==> config.mk <==
export PLATFORM = sky130hd
export DESIGN_NAME = io_uart_tx_port_flat
export DESIGN_NICKNAME = d
export VERILOG_FILES = /design/src/rtl/io_uart_tx_port_pkg.sv /design/src/rtl/io_uart_tx_port_if.sv /design/src/rtl/io_byte_fifo.sv /design/src/rtl/io_uart_tx_port.sv /design/src/flat_wrapper.sv
export SDC_FILE = /design/constraint.sdc
export NUM_CORES = 1
export LEC_CHECK = 0
export ABC_CLOCK_PERIOD_IN_PS = 8290
export BUFFER_PORTS_ARGS = -buffer_cell sky130_fd_sc_hd__buf_2
export CAP_MARGIN = 0
export CORE_ASPECT_RATIO = 1.5
export CORE_MARGIN = 2
export CORE_UTILIZATION = 47
export CTS_CLUSTER_SIZE = 24
export DETAILED_ROUTE_END_ITERATION = 6
export HOLD_SLACK_MARGIN = 0.05
export PLACE_DENSITY = 0.66
export SYNTH_ARGS = -nofsm -noshare
export SYNTH_HDL_FRONTEND = slang
export SYNTH_SLANG_ARGS = --single-unit
export TNS_END_PERCENT = 1
==> constraint.sdc <==
create_clock -name clk -period 8.29 [get_ports clk]
set_input_delay 1.2435 -clock clk [delete_from_list [all_inputs] [get_ports clk]]
set_output_delay 1.2435 -clock clk [all_outputs]
set_load 0.01 [all_outputs]
==> src/rtl/io_uart_tx_port_pkg.sv <==
// rtl/io_uart_tx_port_pkg.sv - shared constants and types for the RISC0 UART transmit port
package io_uart_tx_port_pkg;

    // I/O word-address map
    localparam logic [3:0] UART_TX_BASE    = 4'd4;
    localparam int         UART_BIT_CYCLES = 217;
    localparam int         UART_DEPTH_LOG2 = 4;

    // STATUS read bit positions
    localparam int ST_FULL  = 0;
    localparam int ST_EMPTY = 1;
    localparam int ST_BUSY  = 2;
    localparam int ST_OVF   = 3;
    localparam int ST_COUNT = 4;

    // STATUS write control bits
    localparam int CTL_FLUSH   = 0;
    localparam int CTL_CLR_OVF = 1;

    typedef enum logic [1:0] {
        TX_IDLE  = 2'd0,
        TX_START = 2'd1,
        TX_DATA  = 2'd2,
        TX_STOP  = 2'd3
    } tx_state_e;

    function automatic logic tx_busy(input tx_state_e s);
        return s != TX_IDLE;
    endfunction

endpackage

==> src/rtl/io_uart_tx_port_if.sv <==
// rtl/io_uart_tx_port_if.sv - RISC0 I/O-bus responder interface
interface io_uart_tx_port_if;
    logic        iord;
    logic        iowr;
    logic [5:0]  ioadr;
    logic [31:0] outbus;
    logic [31:0] rdata;
    logic        sel;

    modport master (
        output iord, iowr, ioadr, outbus,
        input  rdata, sel
    );

    modport slave (
        input  iord, iowr, ioadr, outbus,
        output rdata, sel
    );
endinterface

==> src/rtl/io_byte_fifo.sv <==
// rtl/io_byte_fifo.sv - synchronous byte FIFO with push/pop/flush and occupancy count
module io_byte_fifo #(
    parameter int DEPTH_LOG2 = 4
) (
    input  logic                  clk,
    input  logic                  rst,
    input  logic                  push,
    input  logic                  pop,
    input  logic                  flush,
    input  logic [7:0]            wdata,
    output logic [7:0]            rdata,
    output logic                  full,
    output logic                  empty,
    output logic [DEPTH_LOG2:0]   count
);
    localparam int                  DEPTH   = 1 << DEPTH_LOG2;
    localparam logic [DEPTH_LOG2:0] CAP     = DEPTH[DEPTH_LOG2:0];
    localparam logic [DEPTH_LOG2-1:0] PTR_ONE = DEPTH_LOG2'(1);
    localparam logic [DEPTH_LOG2:0] CNT_ONE = (DEPTH_LOG2+1)'(1);

    logic [7:0]            mem [DEPTH];
    logic [DEPTH_LOG2-1:0] wr_ptr;
    logic [DEPTH_LOG2-1:0] rd_ptr;
    logic                  do_push;
    logic                  do_pop;

    assign full    = (count == CAP);
    assign empty   = (count == '0);
    assign rdata   = mem[rd_ptr];
    assign do_pop  = pop & ~empty;
    // A pop in the same cycle frees the slot, so a push into a full FIFO is still taken.
    assign do_push = push & (~full | do_pop);

    always_ff @(posedge clk) begin
        if (!rst) begin
            wr_ptr <= '0;
            rd_ptr <= '0;
            count  <= '0;
        end else if (flush) begin
            wr_ptr <= '0;
            rd_ptr <= '0;
            count  <= '0;
        end else begin
            if (do_push) wr_ptr <= wr_ptr + PTR_ONE;
            if (do_pop)  rd_ptr <= rd_ptr + PTR_ONE;
            case ({do_push, do_pop})
                2'b10:   count <= count + CNT_ONE;
                2'b01:   count <= count - CNT_ONE;
                default: count <= count;
            endcase
        end
    end

    always_ff @(posedge clk) begin
        if (rst && !flush && do_push) mem[wr_ptr] <= wdata;
    end
endmodule

==> src/rtl/io_uart_tx_port.sv <==
// rtl/io_uart_tx_port.sv - buffered 8N1 serial transmit port on the RISC0 I/O bus
module io_uart_tx_port
    import io_uart_tx_port_pkg::*;
#(
    parameter logic [3:0] BASE_ADR   = UART_TX_BASE,
    parameter int         BIT_CYCLES = UART_BIT_CYCLES,
    parameter int         DEPTH_LOG2 = UART_DEPTH_LOG2
) (
    input  logic              clk,
    input  logic              rst,
    io_uart_tx_port_if.slave  bus,
    output logic              TxD
);
    localparam int            TW         = (BIT_CYCLES > 1) ? $clog2(BIT_CYCLES) : 1;
    localparam logic [TW-1:0] TIMER_LAST = TW'(BIT_CYCLES - 1);
    localparam logic [TW-1:0] TIMER_ONE  = TW'(1);

    logic [3:0]            word_adr;
    logic                  hit_data;
    logic                  hit_status;
    logic                  data_wr;
    logic                  status_wr;
    logic                  flush;
    logic                  clr_ovf;
    logic                  overflow;

    logic [7:0]            fifo_head;
    logic                  fifo_full;
    logic                  fifo_empty;
    logic [DEPTH_LOG2:0]   fifo_count;
    logic                  fifo_pop;

    tx_state_e             state, state_n;
    logic [TW-1:0]         timer, timer_n;
    logic [2:0]            bit_idx, bit_idx_n;
    logic [7:0]            shreg, shreg_n;
    logic                  txd_n;
    logic                  bit_done;
    logic [31:0]           status;
    logic                  unused_bits;

    assign word_adr   = bus.ioadr[5:2];
    assign hit_data   = (word_adr == BASE_ADR);
    assign hit_status = (word_adr == BASE_ADR + 4'd1);
    assign bus.sel    = hit_data | hit_status;
    assign data_wr    = bus.iowr & hit_data;
    assign status_wr  = bus.iowr & hit_status;
    assign flush      = status_wr & bus.outbus[CTL_FLUSH];
    assign clr_ovf    = status_wr & bus.outbus[CTL_CLR_OVF];

    // Reads have no side effects and only the low byte is transmitted.
    assign unused_bits = ^{bus.iord, bus.outbus[31:8], bus.ioadr[1:0]};

    io_byte_fifo #(
        .DEPTH_LOG2 (DEPTH_LOG2)
    ) u_fifo (
        .clk   (clk),
        .rst   (rst),
        .push  (data_wr),
        .pop   (fifo_pop),
        .flush (flush),
        .wdata (bus.outbus[7:0]),
        .rdata (fifo_head),
        .full  (fifo_full),
        .empty (fifo_empty),
        .count (fifo_count)
    );

    always_ff @(posedge clk) begin
        if (!rst)
            overflow <= 1'b0;
        else if (clr_ovf)
            overflow <= 1'b0;
        else if (data_wr && fifo_full && !fifo_pop && !flush)
            overflow <= 1'b1;
    end

    always_comb begin
        status                            = '0;
        status[ST_FULL]                   = fifo_full;
        status[ST_EMPTY]                  = fifo_empty;
        status[ST_BUSY]                   = tx_busy(state);
        status[ST_OVF]                    = overflow;
        status[ST_COUNT +: DEPTH_LOG2+1]  = fifo_count;
    end

    assign bus.rdata = hit_status ? status : 32'd0;

    always_ff @(posedge clk) begin
        if (!rst) begin
            state   <= TX_IDLE;
            timer   <= '0;
            bit_idx <= '0;
            shreg   <= '0;
            TxD     <= 1'b1;
        end else begin
            state   <= state_n;
            timer   <= timer_n;
            bit_idx <= bit_idx_n;
            shreg   <= shreg_n;
            TxD     <= txd_n;
        end
    end

    assign bit_done = (timer == TIMER_LAST);

    // TxD is loaded with the level of the bit being entered, so it changes exactly on bit boundaries.
    always_comb begin
        state_n   = state;
        timer_n   = '0;
        bit_idx_n = bit_idx;
        shreg_n   = shreg;
        txd_n     = TxD;
        fifo_pop  = 1'b0;
        if (state != TX_IDLE) timer_n = bit_done ? '0 : timer + TIMER_ONE;
        case (state)
            TX_IDLE: begin
                if (!fifo_empty) begin
                    fifo_pop  = 1'b1;
                    shreg_n   = fifo_head;
                    bit_idx_n = 3'd0;
                    txd_n     = 1'b0;
                    state_n   = TX_START;
                end
            end
            TX_START: begin
                if (bit_done) begin
                    txd_n   = shreg[0];
                    state_n = TX_DATA;
                end
            end
            TX_DATA: begin
                if (bit_done) begin
                    shreg_n = {1'b0, shreg[7:1]};
                    if (bit_idx == 3'd7) begin
                        txd_n   = 1'b1;
                        state_n = TX_STOP;
                    end else begin
                        bit_idx_n = bit_idx + 3'd1;
                        txd_n     = shreg[1];
                    end
                end
            end
            TX_STOP: begin
                if (bit_done) begin
                    txd_n   = 1'b1;
                    state_n = TX_IDLE;
                end
            end
            default: state_n = TX_IDLE;
        endcase
    end
endmodule

==> src/flat_wrapper.sv <==
// flat-port wrapper written by rule: the top's interface ports become plain ports
module io_uart_tx_port_flat import io_uart_tx_port_pkg::*;
#(
    parameter logic [3:0] BASE_ADR   = UART_TX_BASE,
    parameter int         BIT_CYCLES = UART_BIT_CYCLES,
    parameter int         DEPTH_LOG2 = UART_DEPTH_LOG2
)
  (clk, rst, TxD, bus_iord, bus_iowr, bus_ioadr, bus_outbus, bus_rdata, bus_sel);
  io_uart_tx_port_if bus_i ();
  input  logic clk;
  input  logic rst;
  output logic TxD;
  input wire logic [$bits(bus_i.iord)-1:0] bus_iord;
  input wire logic [$bits(bus_i.iowr)-1:0] bus_iowr;
  input wire logic [$bits(bus_i.ioadr)-1:0] bus_ioadr;
  input wire logic [$bits(bus_i.outbus)-1:0] bus_outbus;
  output wire logic [$bits(bus_i.rdata)-1:0] bus_rdata;
  output wire logic [$bits(bus_i.sel)-1:0] bus_sel;
  assign bus_i.iord = bus_iord;
  assign bus_i.iowr = bus_iowr;
  assign bus_i.ioadr = bus_ioadr;
  assign bus_i.outbus = bus_outbus;
  assign bus_rdata = bus_i.rdata;
  assign bus_sel = bus_i.sel;
  io_uart_tx_port #(.BASE_ADR(BASE_ADR), .BIT_CYCLES(BIT_CYCLES), .DEPTH_LOG2(DEPTH_LOG2)) u_core (.clk(clk), .rst(rst), .bus(bus_i), .TxD(TxD));
endmodule
# Word level (Yosys, flattened, before mapping)

Memory sizes are Yosys's and may differ from the RTL's. A register that Yosys moved wholly into a read port is not among the register bits.
Cells that the tools add are included.

Bits in registers: 36
RAM bits: 128
Bits of input ports: 42
Memories: 1

$add $sub $neg: 6
Equal/unequal tests: 16
Mux-type cells: 27
Bitwise logic cells: 12
Reduce and logical (&&, ||, !) cells: 19

Memories:

| memory            | words | bits a word | read ports | clocked after Yosys merged registers in | write ports | line               | RTL |
|---|---|---|---|---|---|---|---|
| u_core.u_fifo.mem | 16    | 8           | 1          | 1                                       | 1           | io_byte_fifo.sv:21 | `logic [7:0] mem [DEPTH];` |

Operators by type and width:

| kind                                                                   | number |
|---|---|
| 8-bit 2-to-1 mux                                                       | 2 |
| 8-bit case mux with 2 select lines                                     | 1 |
| 2-bit 2-to-1 mux                                                       | 5 |
| 5-bit case mux with 2 select lines                                     | 1 |
| 1-bit 2-to-1 mux                                                       | 9 |
| 3-bit 2-to-1 mux                                                       | 3 |
| 9-bit 2-to-1 mux                                                       | 1 |
| 4-bit by 1-bit adder with 4-bit output (second input constant)         | 2 |
| 8-bit by 1-bit adder with 8-bit output (second input constant)         | 1 |
| 4-bit by 3-bit equality test with 1-bit output (second input constant) | 2 |
| 8-bit equality test (second input constant)                            | 1 |
| 4-bit 2-to-1 mux                                                       | 2 |
| 2-bit by 1-bit != test with 1-bit output (second input constant)       | 4 |
| 2-bit case mux with 4 select lines                                     | 1 |
| 4-bit AND reduction                                                    | 2 |
| 1-bit bitwise AND                                                      | 6 |
| 2-bit equality test (second input constant)                            | 3 |
| 3-bit case mux with 2 select lines                                     | 1 |
| 2-bit nonzero test                                                     | 3 |
| 5-bit by 1-bit adder with 5-bit output (second input constant)         | 1 |
| 5-bit equality test (second input constant)                            | 1 |
| 1-bit logical AND                                                      | 5 |
| 5-bit zero test                                                        | 1 |
| 5-bit AND reduction                                                    | 1 |
| other kinds (13)                                                       | 21 |

# Longest topological paths before layout

Depth in word-level cells: 9
Gate-level depth with buffers: 15
Depth with buffers taken out: 12

# Modules after synthesis

Synthesis repeated with hierarchy kept, for this count alone.

Cell total of the unflattened synthesis: 497
Area, all modules: 7,339.5 µm²

Modules (own cells, without submodules):

| module          | times used | cells each | area an instance (µm²) |
|---|---|---|---|
| io_byte_fifo    | 1          | 331        | 5,870.6 |
| io_uart_tx_port | 1          | 166        | 1,468.9 |

# Worst setup path before layout

No wires, ideal clock.

Kind: input port to flip-flop
Start point: in bus_ioadr[3]
End point: reg u_core.u_fifo.count[4]
Library setup time: 0.070 ns
Arrival: 3.659 ns
Data required time: 8.220 ns
Setup slack: 4.561 ns
Cell stages on the path: 13
Cells stage by stage: nor3b_2 o311a_1 buf_6 inv_1 ha_1 clkbuf_1 xor2_1 ha_1 a21oi_1 a32o_1 a21oi_1 or3_1 a21oi_1

Longest elaborated chain between the ends: 5
Elaborated cells between the ends (all ways): 11

RTL lines:

| what                                                                                  | line                  | RTL |
|---|---|---|
| start: declaration                                                                    | flat_wrapper.sv:15    | `input wire logic [$bits(bus_i.ioadr)-1:0] bus_ioadr;` |
| 4-bit by 3-bit equality test with 1-bit output                                        | io_uart_tx_port.sv:43 | `assign hit_data = (word_adr == BASE_ADR);` |
| 1-bit bitwise AND                                                                     | io_uart_tx_port.sv:46 | `assign data_wr = bus.iowr & hit_data;` |
| 1-bit bitwise AND                                                                     | io_byte_fifo.sv:32    | `assign do_push = push & (~full \| do_pop);` |
| 2-bit by 1-bit equality test with 1-bit output or 2-bit equality test (tied branches) | io_byte_fifo.sv:46    | `case ({do_push, do_pop})` |
| 5-bit case mux with 2 select lines or 2-bit nonzero test (tied branches)              | --                    |  |
| end signal: assignment                                                                | io_byte_fifo.sv:47    | `2'b10: count <= count + CNT_ONE;` |
| end signal: assignment                                                                | io_byte_fifo.sv:48    | `2'b01: count <= count - CNT_ONE;` |
| end signal: assignment                                                                | io_byte_fifo.sv:49    | `default: count <= count;` |
| end: declaration                                                                      | io_byte_fifo.sv:14    | `output logic [DEPTH_LOG2:0] count` |

Several ways; a longest one is shown, not always the timed one.
A chain may end at the register's enable or synchronous reset.

# Worst setup path after layout

Ends and elaborated chain as after synthesis.

==> reports/results.ini <==
[worst_setup_path]
worstPathRequired_ns = 8.64
r2r-end = u_core.u_fifo.count[4]
cp.arrival_ns = 4.21
timing.rr.start = u_core.u_fifo.count[2]
reg2reg_depth = 11
cp-end-kind = register
critPathMaxFanout = 10
start_kind = input port
criticalPathCategory = in2reg
rrSetupSlack_ns = 5.03

[cells_and_area]
final_cell_area_mm2 = 0.00808
n_antenna_cell = 0
fin_nets = 581
layout-drive-gt1-share_pct = 19.6
fin_cells = 735
area_growth_pct = 11.0

[logic_synthesis]
synth_most_common_cell = edfxtp_1
yosysWarnings = 0
ys_ff_latch = 168
syn_area_mm2 = 0.00727
synthTopCellsByArea = edfxtp_1, dfxtp_1, mux4_2
synth.top_cells.by_count = edfxtp_1, dfxtp_1, nor2_1, nand2_1, buf_4
synthFlopType = edfxtp_1
synthArstFlopShare_pct = 0
synth-edff-count = 128
ys_seq_area_share_pct = 63.9
netlist_instances = 499
synth_top_area_share_pct = 52.8
synth_cell_types = 57
syn_area_per_cell_um2 = 14.6
netlist.top_cell.by_area = edfxtp_1

[clock_tree]
cts_max_level = 4
clkSinkCount = 168
path_clk_slew_ns = 0.07
cts_setup_buffers = 0
cts_buffers = 17
cts_hold_buf = 0
cts_tree = built
cts_root_buf = clkbuf_16
insertion_delay_ns = 0.43
cts-resized-gates = 0
ctsLongestPathBuffers = 2

[place]
dpl_worst_slack_ns = 3.99
dp.final_hpwl_um = 9280
gp_congestion = 0.764
placed_cell_area_mm2 = 0.00746
port_buffers = 25
dp.cells = 703

[floorplanning]
die_area_mm2 = 0.0165
die_x_um = 106
die_h_um = 156
core_region_area_mm2 = 0.0151
std_cell_rows = 55
ioPinCount = 76
initial_utilization_pct = 48.0

[sta]
finalSetupTns_ns = 0
slew_violations = 0
final.setup.worst_slack_ns = 4.44
tightestPinTransition_ns = 1.15
fin_crit_sh_pct = 46.5
setup_viol = 0
clock_skew_ns = 0.0105
hold_violations = 0
slew_headroom_pct = 23.2
max_freq_ghz = 0.259
period_minus_slack_ns = 3.85
rsz0062_at_grt = no

[grt]
grt_max_degree = 39
grt_pass1_vias = 4075
antenna_found_initial = 0
grt_pass1_wl_um = 21600
grt_usage_pct = 17.5
grt-ovfl-total = 0

[outcome]
status = complete, no violations

[detailed_routing]
first_iter_violations = 341
via_per_inst = 5.47
dr.pass1.iters = 4
via_count = 4019
wl_per_cell_um = 18.5
drc = 0
wirelength_um = 13600
antenna_left = 0

[flow_run]
drv_cap = 0

[power_and_ir_drop]
vdd_drop_max_mv = 0.155
p_leak_nw = 2.74
cellPowerDensity_mw_per_mm2 = 290

[worst_hold_path]
hp-start = u_core.shreg[5]
whs_path_depth = 2
hold_end = u_core.shreg[5]
hold_class = reg2reg

critical path, cell delays in order:
cell,delay (ns)
buf_2,0.10
nor3b_2,0.44
o311a_1,0.65
inv_1,0.14
ha_1,0.32
xor2_1,0.17
ha_1,0.19
a21oi_1,0.23
a32o_1,0.21
a21oi_1,0.05
or3_1,0.32
a21oi_1,0.13
layout by cell type (no fill, tap or decap), drive strengths merged, types with 5 or more instances in the layout:
cell      n
edfxtp  128
dfxtp    40
nor2     38
nand2    33
buf      30
mux4     26
conb     23
inv      22
mux2i    18
clkbuf   17
ha       16
a21oi    15
xor2     11
and2     10
nand4     9
nand3     7
nand2b    7
and3      7
xnor2     6
a221oi    6
a221o     6
nor4      6
clkinv    6
o21ai     5
layout make-up:
class	instances	area (um^2)
repair buffers	30	163
clock buffers	17	425
well taps	199	249
clock inverters	15	189
multi-input cells	290	2340
flip-flops and latches	168	4650
fillers	1239	7060
inverters	16	60.1
worst max-delay path by stage:
stage / to / from / cells past startpoint
3_3_place_gp: u_core.u_fifo.count[4] / bus_ioadr[3] / 12
4_1_cts: u_core.u_fifo.count[4] / bus_ioadr[3] / 12
3_5_place_dp: u_core.u_fifo.count[4] / bus_ioadr[3] / 12
6_report: u_core.u_fifo.count[4] / bus_ioadr[3] / 12
5_1_grt: u_core.u_fifo.count[4] / bus_ioadr[3] / 12
2_1_floorplan: u_core.u_fifo.count[4] / bus_ioadr[3] / 13
where the power goes:
group / internal (mW) / switching (mW)
registers: 0.941 / 0.0474
logic: 0.246 / 0.299
clock network: 0.457 / 0.350
through the flow:
step	power [mW]	utilization [%]	hold WS (ns)
global placement	1.54	49.3	0.439
floorplan	1.45	-	0.432
CTS	2.36	53.3	0.459
detailed placement	1.55	49.3	0.449
global route	2.46	53.3	0.488
finish	2.34	53.3	0.461
state kept, by name, summed over array words and instances, names as in the netlist, named ones only:
name,count
u_core.bit_idx,3
u_core.timer,8
u_core.overflow,1
u_core.u_fifo.wr_ptr,4
u_core.shreg,8
u_core.u_fifo.count,5
u_core.TxD,1
u_core.u_fifo.rd_ptr,4
u_core.u_fifo.mem,128
u_core.state,2
logic make-up (layout without fill, tap and decap cells):
kind of cell	Yosys count	after routing	share of synthesized area, %
multiplexers	46	46	10.8
buffers and inverters	63	78	5.06
flip-flops	168	168	63.9
other	1	23	0.0516
XOR/XNOR	17	17	2.05
adder cells (fa/ha/maj)	16	16	2.75
AND/OR/NAND/NOR	137	137	10.2
AO/OA/AOI/OAI	51	51	5.16
metal layers:
| metal | vias to the layer above | routed length, um | GRT usage [%] |
|---|---|---|---|
| met1 | 2031 | 5380 | 20.0 |
| met5 | - | 0 | 0 |
| li1 | 1884 | - | - |
| met2 | 94 | 7560 | 32.0 |
| met4 | 0 | 150 | 5.20 |
| met3 | 10 | 506 | 4.46 |
(Power assumes the default switching activity.)
